## src/rtl/rx_mac_packer.sv

```systemverilog
// ---------------------------------------------------------------------------
// rx_mac_packer
//  Packs decoded bytes from the 8b/10b decoder (PCLK rate) little-endian into
//  DataBusWidth-bit words for the MAC RX interface. The first byte received
//  lands in bits [7:0]. A single holding register carries the completed word
//  to the MAC with a valid/ready handshake.
//
//  Word boundaries: a cycle with RxValid=0, or a K character, closes any
//  partially assembled word. K characters are never packed.
//
//  Optional feature macro: PACK_FLUSH_EN
//   defined   - a partial word is emitted through the normal completion path
//               with unfilled lanes zeroed and MAC_RX_ByteEn marking only the
//               filled lanes; PartialDrop stays 0.
//   undefined - a partial word is discarded and PartialDrop pulses for one
//               cycle; MAC_RX_ByteEn is all ones whenever MAC_RX_Valid is 1.
//
//  DataBusWidth must be 8, 16 or 32.
// ---------------------------------------------------------------------------
module rx_mac_packer #(
    parameter int DataBusWidth = 32
) (
    input  logic                      PCLK,
    input  logic                      Reset,
    input  logic [7:0]                RxData,
    input  logic                      RxDataK,
    input  logic                      RxValid,
    input  logic                      RxDecodeErr,
    output logic [DataBusWidth-1:0]   MAC_RX_Data,
    output logic [DataBusWidth/8-1:0] MAC_RX_ByteEn,
    output logic                      MAC_RX_Err,
    output logic                      MAC_RX_Valid,
    input  logic                      MAC_RX_Ready,
    output logic                      Overflow,
    output logic                      PartialDrop
);

    // Bytes per word and byte-counter width (at least one bit so N==1 works).
    localparam int N     = DataBusWidth / 8;
    localparam int CNT_W = (N > 1) ? $clog2(N) : 1;

    // Assembly state: byte counter and sticky decode-error flag.
    logic [CNT_W-1:0] cnt_reg;
    logic             asm_err_reg;

    // Holding register and pulse outputs.
    logic [DataBusWidth-1:0] data_reg;
    logic [N-1:0]            byte_en_reg;
    logic                    err_reg;
    logic                    valid_reg;
    logic                    overflow_reg;
    logic                    partial_drop_reg;

    // Per-cycle events derived from the decoder strobe.
    logic data_accept;      // a data (non-K) byte is taken this cycle
    logic cnt_last;         // the byte being taken fills the final lane
    logic word_complete;    // a full word leaves assembly this cycle
    logic boundary;         // idle cycle or K character closes the current word
    logic partial_pending;  // boundary reached with some lanes filled
    logic flush_partial;    // partial word goes out through the completion path
    logic drop_partial;     // partial word is thrown away
    logic word_push;        // some word heads for the holding register
    logic hold_free;        // holding register can take a word this cycle

    // Candidate word presented to the holding register.
    logic [DataBusWidth-1:0] word_data_next;
    logic [N-1:0]            word_be_next;
    logic                    word_err_next;

    assign data_accept     = RxValid && !RxDataK;
    assign cnt_last        = (cnt_reg == CNT_W'(N - 1));
    assign word_complete   = data_accept && cnt_last;
    assign boundary        = !RxValid || RxDataK;
    assign partial_pending = boundary && (cnt_reg != '0);

`ifdef PACK_FLUSH_EN
    assign flush_partial = partial_pending;
    assign drop_partial  = 1'b0;
`else
    assign flush_partial = 1'b0;
    assign drop_partial  = partial_pending;
`endif

    assign word_push = word_complete || flush_partial;
    assign hold_free = !valid_reg || MAC_RX_Ready;

    // The error of the outgoing word includes the byte arriving right now, if any.
    assign word_err_next = asm_err_reg || (data_accept && RxDecodeErr);

    // One assembly lane per byte. A lane contributes to the outgoing word when
    // it was filled earlier in this word (index below cnt) or is being filled
    // right now; other lanes read as zero so a flushed partial word is clean.
    genvar gi;
    generate
        for (gi = 0; gi < N; gi++) begin : g_lane
            logic [7:0] lane_reg;
            logic       lane_hit;
            logic       lane_filled;

            assign lane_hit    = data_accept && (cnt_reg == CNT_W'(gi));
            assign lane_filled = (CNT_W'(gi) < cnt_reg);

            // Capture the incoming data byte into this lane when it is the current one.
            always_ff @(posedge PCLK) begin
                if (Reset) begin
                    lane_reg <= '0;
                end else if (lane_hit) begin
                    lane_reg <= RxData;
                end
            end

            assign word_data_next[gi*8 +: 8] = lane_hit    ? RxData   :
                                               lane_filled ? lane_reg : 8'h00;
            assign word_be_next[gi]          = lane_hit || lane_filled;
        end
    endgenerate

    // Byte counter and error flag: advance on data bytes, restart whenever a word leaves assembly.
    always_ff @(posedge PCLK) begin
        if (Reset) begin
            cnt_reg     <= '0;
            asm_err_reg <= 1'b0;
        end else if (data_accept) begin
            if (cnt_last) begin
                cnt_reg     <= '0;
                asm_err_reg <= 1'b0;
            end else begin
                cnt_reg     <= cnt_reg + CNT_W'(1);
                asm_err_reg <= asm_err_reg || RxDecodeErr;
            end
        end else if (partial_pending) begin
            cnt_reg     <= '0;
            asm_err_reg <= 1'b0;
        end
    end

    // Holding register with valid/ready handshake plus the overflow and partial-drop pulses.
    always_ff @(posedge PCLK) begin
        if (Reset) begin
            data_reg         <= '0;
            byte_en_reg      <= '0;
            err_reg          <= 1'b0;
            valid_reg        <= 1'b0;
            overflow_reg     <= 1'b0;
            partial_drop_reg <= 1'b0;
        end else begin
            overflow_reg     <= word_push && !hold_free;
            partial_drop_reg <= drop_partial;
            if (word_push && hold_free) begin
                data_reg    <= word_data_next;
                byte_en_reg <= word_be_next;
                err_reg     <= word_err_next;
                valid_reg   <= 1'b1;
            end else if (valid_reg && MAC_RX_Ready) begin
                // Word taken with nothing new behind it: drop valid, keep the payload.
                valid_reg <= 1'b0;
            end
        end
    end

    assign MAC_RX_Data   = data_reg;
    assign MAC_RX_ByteEn = byte_en_reg;
    assign MAC_RX_Err    = err_reg;
    assign MAC_RX_Valid  = valid_reg;
    assign Overflow      = overflow_reg;
    assign PartialDrop   = partial_drop_reg;

endmodule

```

## config.mk

```make
export PLATFORM = sky130hd
export DESIGN_NAME = rx_mac_packer
export DESIGN_NICKNAME = d
export VERILOG_FILES = /design/src/rtl/rx_mac_packer.sv
export SDC_FILE = /design/constraint.sdc
export NUM_CORES = 1
export LEC_CHECK = 0
export CORE_ASPECT_RATIO = 1.25
export CORE_MARGIN = 5
export CORE_UTILIZATION = 50
export CTS_CLUSTER_SIZE = 40
export DETAILED_ROUTE_END_ITERATION = 8
export PLACE_DENSITY_LB_ADDON = 0.2
export SLEW_MARGIN = 20
export SYNTH_ARGS = -nofsm -noshare
export SYNTH_HDL_FRONTEND = slang
export SYNTH_SLANG_ARGS = --single-unit
```

## constraint.sdc

```tcl
create_clock -name PCLK -period 3.1 [get_ports PCLK]
set_input_delay 0.62 -clock PCLK [delete_from_list [all_inputs] [get_ports PCLK]]
set_output_delay 0.62 -clock PCLK [all_outputs]
set_load 0.01 [all_outputs]
```

**Word level (Yosys, flattened, before mapping)**

Cells that the tools add are included.

- $add $sub $neg: 1
- Magnitude comparators: 4
- Equality and inequality tests: 3
- Muxes and demuxes: 16
- Reduce and logical (&&, ||, !) cells: 26

Operators with widths:

| operator | number |
|---|---|
| 8-bit two-way mux | 8 |
| 1-bit logical AND | 10 |
| 1-bit logical OR | 8 |
| 2-bit two-way mux | 3 |
| 2-bit nonzero test | 3 |
| 1-bit two-way mux | 5 |
| 2-bit == test, second input constant | 2 |
| 1-bit zero test | 4 |
| 1-bit by 2-bit less-than comparator with 1-bit output, first input constant | 2 |
| 2-bit less-than comparator, first input constant | 2 |
| 2-bit by 1-bit adder with 2-bit output, second input constant | 1 |
| 2-bit by 1-bit == test with 1-bit output, second input constant | 1 |
| 2-bit zero test | 1 |

- Flip-flop bits (word level): 75
- Output and inout bits: 40

**Longest topological paths before layout**

- Depth in word-level cells: 5
- Gate-level depth with buffers: 8
- Depth with buffers taken out: 5

**Worst setup path after synthesis**

Ideal clock, no wire load.

- Path type: register -> register
- Start point: register cnt_reg[1]
- End point: register data_reg[15], in the netlist MAC_RX_Data[15]
- Arrival time: 1.676 ns
- Path slack: 1.338 ns
- Stages on the path, launching flop included: 9
- Clock period less this slack: 1.762 ns
- Cells stage by stage: dfxtp_1 clkbuf_1 inv_1 ha_1 buf_2 nand3b_4 buf_6 a32oi_1 a211oi_1

- Longest elaborated chain between the ends: 3
- Elaborated cells on any way between the ends: 8

RTL lines:

| element | RTL line | source |
|---|---|---|
| from (decl) | 43 | `logic [CNT_W-1:0] cnt_reg;` |
| from (signal assigned) | 128 | `cnt_reg <= cnt_reg + CNT_W'(1);` |
| 1-bit by 2-bit less-than comparator with 1-bit output (tied with other cells) | 101 | `assign lane_filled = (CNT_W'(gi) < cnt_reg);` |
| 8-bit two-way mux (tied with other cells) | 113 | `lane_filled ? lane_reg : 8'h00;` |
| 8-bit two-way mux / 1-bit logical AND (equally long branches) | 112, 149 |  |
| to (signal assigned) | 150 | `data_reg <= word_data_next;` |
| to (decl) | 47 | `logic [DataBusWidth-1:0] data_reg;` |

Several ways; a longest one is shown, not always the timed one.
A chain may end at the register's enable or synchronous reset.

**Final worst setup path**

- Start point: input port RxValid
- End point: register data_reg[21], in the netlist MAC_RX_Data[21]

- Longest elaborated chain between the ends: 3
- Elaborated cells on any way between the ends: 5

RTL lines:

| element | RTL line | source |
|---|---|---|
| from (decl) | 27 | `input logic RxValid,` |
| 1-bit logical AND * | 70 | `assign data_accept = RxValid && !RxDataK;` |
| 1-bit logical AND (on tied branches) | 100, 72 |  |
| 8-bit two-way mux / 1-bit logical AND (equally long branches) | 112, 149 |  |

Every way passes the cells marked *; elsewhere a longest branch is shown, timed or not.

==> implementation parameters <==
Parameter                              Value

Outcome
  Status    complete, no violations

Global routing
  Largest net degree at the start of global routing    48
  Wire length of the first global-routing pass    approximately 12000 µm
  Vias in the first global route    ~2.4k
  Number of antenna violations at the first check in global routing    0
  Global router's overall resource usage    20.1%
  Total gr overflow    0

Min path
  Worst min-delay path startpoint    g_lane[2].lane_reg[3]$_SDFFE_PP0P_
  Terminating pin of the worst hold path    g_lane[2].lane_reg[3]$_SDFFE_PP0P_
  Path type of the worst min-delay path    reg -> reg
  Worst Hold Path Cells    2

Drt
  Wirelength per Cell    about 17 µm
  1st-pass router iterations    4
  DRC marker count from the first detailed-route iteration    281
  Detail Route Antenna Nets    0
  Post-Route WL    7240 µm
  DR vias    2517
  Vias per cell    around 6
  DRC violation count after routing    0

Cells and area
  Fillcell total    480
  Ratio of cells with drive above 1 in the final layout    7.36%
  Flip-flop count of the largest register after layout    32
  Post-layout nets    ~380
  Post-route cell area    0.00355 mm²
  Area Growth Syn to Fin    23.6%
  Number of diodes added for antenna fixing    0

Clock tree
  Clock network latency to the later pin of the worst-skew pair    about 340 ps
  Longest Clk Path Bufs    2
  Quantity of gates resized following cts    0
  Clock transition at the registers of the reported paths    70 ps
  Post CTS Setup Buffer Count    0
  Hold_buf cts    0
  CTS tree    done
  CTS H-tree lvls    3
  Clock buffers created by TritonCTS    9
  Root buffer cell    sky130_fd_sc_hd__clkbuf_8
  Clock sinks    67

Yosys
  Cell count after synthesis    321
  Count of flip-flops with a built-in enable after synthesis    0
  Number of flip-flops and latches in the synthesized netlist    67
  Fraction of the yosys area taken by sequential cells    46.7%
  Post-Syn Nets    341
  Dominant cell type by area after synthesis    sky130_fd_sc_hd__dfxtp_1
  Total of warnings raised by yosys    0
  Mean instance size in the synthesized netlist    8.95 µm²
  Dominant register cell in the synthesized netlist    sky130_fd_sc_hd__dfxtp_1
  Biggest area contributors in the synthesized netlist    sky130_fd_sc_hd__dfxtp_1 (47%), sky130_fd_sc_hd__a21oi_1 (9.8%), sky130_fd_sc_hd__nand2_1 (7.6%), sky130_fd_sc_hd__a311oi_1 (4.3%), sky130_fd_sc_hd__nand2b_1 (4.1%)
  Area share of the largest cell type after synthesis    46.7%
  Async set or reset register ratio after synthesis    0%
  Most repeated cell in the gate-level netlist after synthesis    sky130_fd_sc_hd__dfxtp_1
  Number of different library cells in the post-synthesis netlist    27
  Area of the mapped netlist    roughly 0.0029 mm²
  Most frequent cells after synthesis    sky130_fd_sc_hd__dfxtp_1 (67), sky130_fd_sc_hd__nand2_1 (58), sky130_fd_sc_hd__a21oi_1 (56), sky130_fd_sc_hd__nand2b_1 (19), sky130_fd_sc_hd__a311oi_1 (14)

Place
  Routability-driven placement congestion ratio    0.774
  HPWL after detailed placement    4860 µm
  Number of port buffers    53
  Total cell area at the placement stage    0.00336 mm²

Pwr
  Pwr Density    between 400 and 500 mW/mm²
  Maximum resistive drop on vdd    about 0.32 mV
  P_leak    1.18 nW

STA
  Max frequency    0.485 GHz
  Number of failing hold endpoints at the final stage    0
  RSZ-0062 raised after global routing    no
  Worst Clk Skew    10.3 ps
  Final cycle utilization of the critical path    roughly 66%
  Worst rel slew slack    47.9%
  Max-slew violation total from the final report    0
  Total Negative Setup Slacks    0 ps
  Actual slew at the worst max-slew pin    about 780 ps
  Final setup violation count    0
  Tmin final    2060 ps

Worst setup path
  Endpoint type of the worst setup path    flip-flop
  Required time at the endpoint of the critical path    3350 ps
  Critical Path Start Type    primary input
  Depth of the worst register-to-register path    4
  WS Path Type    in -> reg
  Startpoint of the worst register-to-register path    cnt_reg[1]$_SDFFE_PP0P_
  CP arrival    2310 ps
  Capturing point of the worst reg2reg path    MAC_RX_Data[23]$_SDFFE_PP0P_
  Worst-path maximum fanout    19
  Reg2reg setup slack    1090 ps

Floorplan
  I/O pin total    54
  Full die area    0.00737 mm²
  CORE AREA    0.00552 mm²
  Initial cell density of the core    52.1%
  Width of the die    77.8 µm
  Die extent in y    94.7 µm
  Number of placement rows    30

Flow run
  Number of max-capacitance violations reported    0
## through the flow
stage	util (%)	power, mW	hold WS [ps]	cells	setup WS (ps)
2_1_floorplan	-	0.968	436	321	1340
3_3_place_gp	60.8	1.01	442	416	761
3_5_place_dp	60.8	1.01	447	416	698
4_1_cts	64.4	1.73	456	431	1050
5_1_grt	64.4	1.78	473	431	904
6_report	64.4	1.71	455	431	1040
## layout make-up
cell class / count / area (µm²) / share of cell area (%)
clock buffer: 13 / 159 / 4.47
clock inverter: 2 / 35.0 / 0.987
inverter: 2 / 7.51 / 0.211
multi-input combinational: 221 / 1340 / 37.6
sequential: 67 / 1340 / 37.8
tap: 64 / 80.1 / 2.26
timing repair buffer: 62 / 593 / 16.7
## worst max path at each step
stage,slack [ps],cells after the start,to,from
5_1_grt,900,5,MAC_RX_Data[19]$_SDFFE_PP0P_,RxValid
3_5_place_dp,700,5,MAC_RX_Data[9]$_SDFFE_PP0P_,RxValid
6_report,1040,5,MAC_RX_Data[21]$_SDFFE_PP0P_,RxValid
2_1_floorplan,1340,8,MAC_RX_Data[15]$_SDFFE_PP0P_,cnt_reg[1]$_SDFFE_PP0P_
4_1_cts,1050,5,MAC_RX_Data[9]$_SDFFE_PP0P_,RxValid
3_3_place_gp,760,5,MAC_RX_Data[3]$_SDFFE_PP0P_,RxValid
## power by group
part           leakage [nW]  internal [mW]  switching [mW]
registers             0.541          0.871         0.00749
logic                 0.537         0.0460          0.0698
clock network        0.0995          0.411           0.310
## critical path: stages
cell	delay (ps)
sky130_fd_sc_hd__clkdlybuf4s50_1	740
sky130_fd_sc_hd__and3b_1	330
sky130_fd_sc_hd__buf_4	270
sky130_fd_sc_hd__a21oi_1	110
sky130_fd_sc_hd__a311oi_2	240
## kinds of logic after synthesis
family,count (synthesis),share of synthesized area [%]
adders and majority gates,6,2.61
AOI/OAI and AO/OA,101,22.2
buffers and inverters,33,6.84
DFF,67,46.7
and+or+nand+nor,114,21.7
## routing by layer
layer | vias up | part of all wire [%] | global-route usage [%] | routed length (µm)
met5 | - | 0 | 0 | 0
met4 | 0 | 2.1 | 9.46 | 150
met3 | 10 | 4.5 | 5.15 | 329
met2 | 64 | 49 | 32.4 | 3550
met1 | 1218 | 44 | 24.9 | 3210
li1 | 1225 | - | - | -
## cell usage in the layout, fill, tap and decap left out
master and instances:
sky130_fd_sc_hd__dfxtp_1 67, sky130_fd_sc_hd__nand2_1 58, sky130_fd_sc_hd__a21oi_1 56, sky130_fd_sc_hd__clkdlybuf4s50_1 52, sky130_fd_sc_hd__nand2b_1 19, sky130_fd_sc_hd__a311oi_1 14, sky130_fd_sc_hd__a211oi_1 11, sky130_fd_sc_hd__clkbuf_8 11
sky130_fd_sc_hd__nand3b_1 10, sky130_fd_sc_hd__o21ai_0 9, sky130_fd_sc_hd__buf_4 9, sky130_fd_sc_hd__nand4b_1 8, sky130_fd_sc_hd__a32oi_1 8, sky130_fd_sc_hd__nor2_1 6, sky130_fd_sc_hd__ha_1 6, sky130_fd_sc_hd__and3b_1 4
sky130_fd_sc_hd__inv_1 2, sky130_fd_sc_hd__a311oi_2 2, sky130_fd_sc_hd__nand3b_4 2, sky130_fd_sc_hd__nor3_1 2, sky130_fd_sc_hd__clkbuf_1 2, sky130_fd_sc_hd__nor4b_1 1, sky130_fd_sc_hd__a31oi_1 1, sky130_fd_sc_hd__and2_1 1
sky130_fd_sc_hd__nor2b_1 1, sky130_fd_sc_hd__nand3_1 1, sky130_fd_sc_hd__nor3b_1 1, sky130_fd_sc_hd__bufinv_16 1, sky130_fd_sc_hd__clkinv_2 1, sky130_fd_sc_hd__buf_2 1
Power figures use the tool's default switching activity.
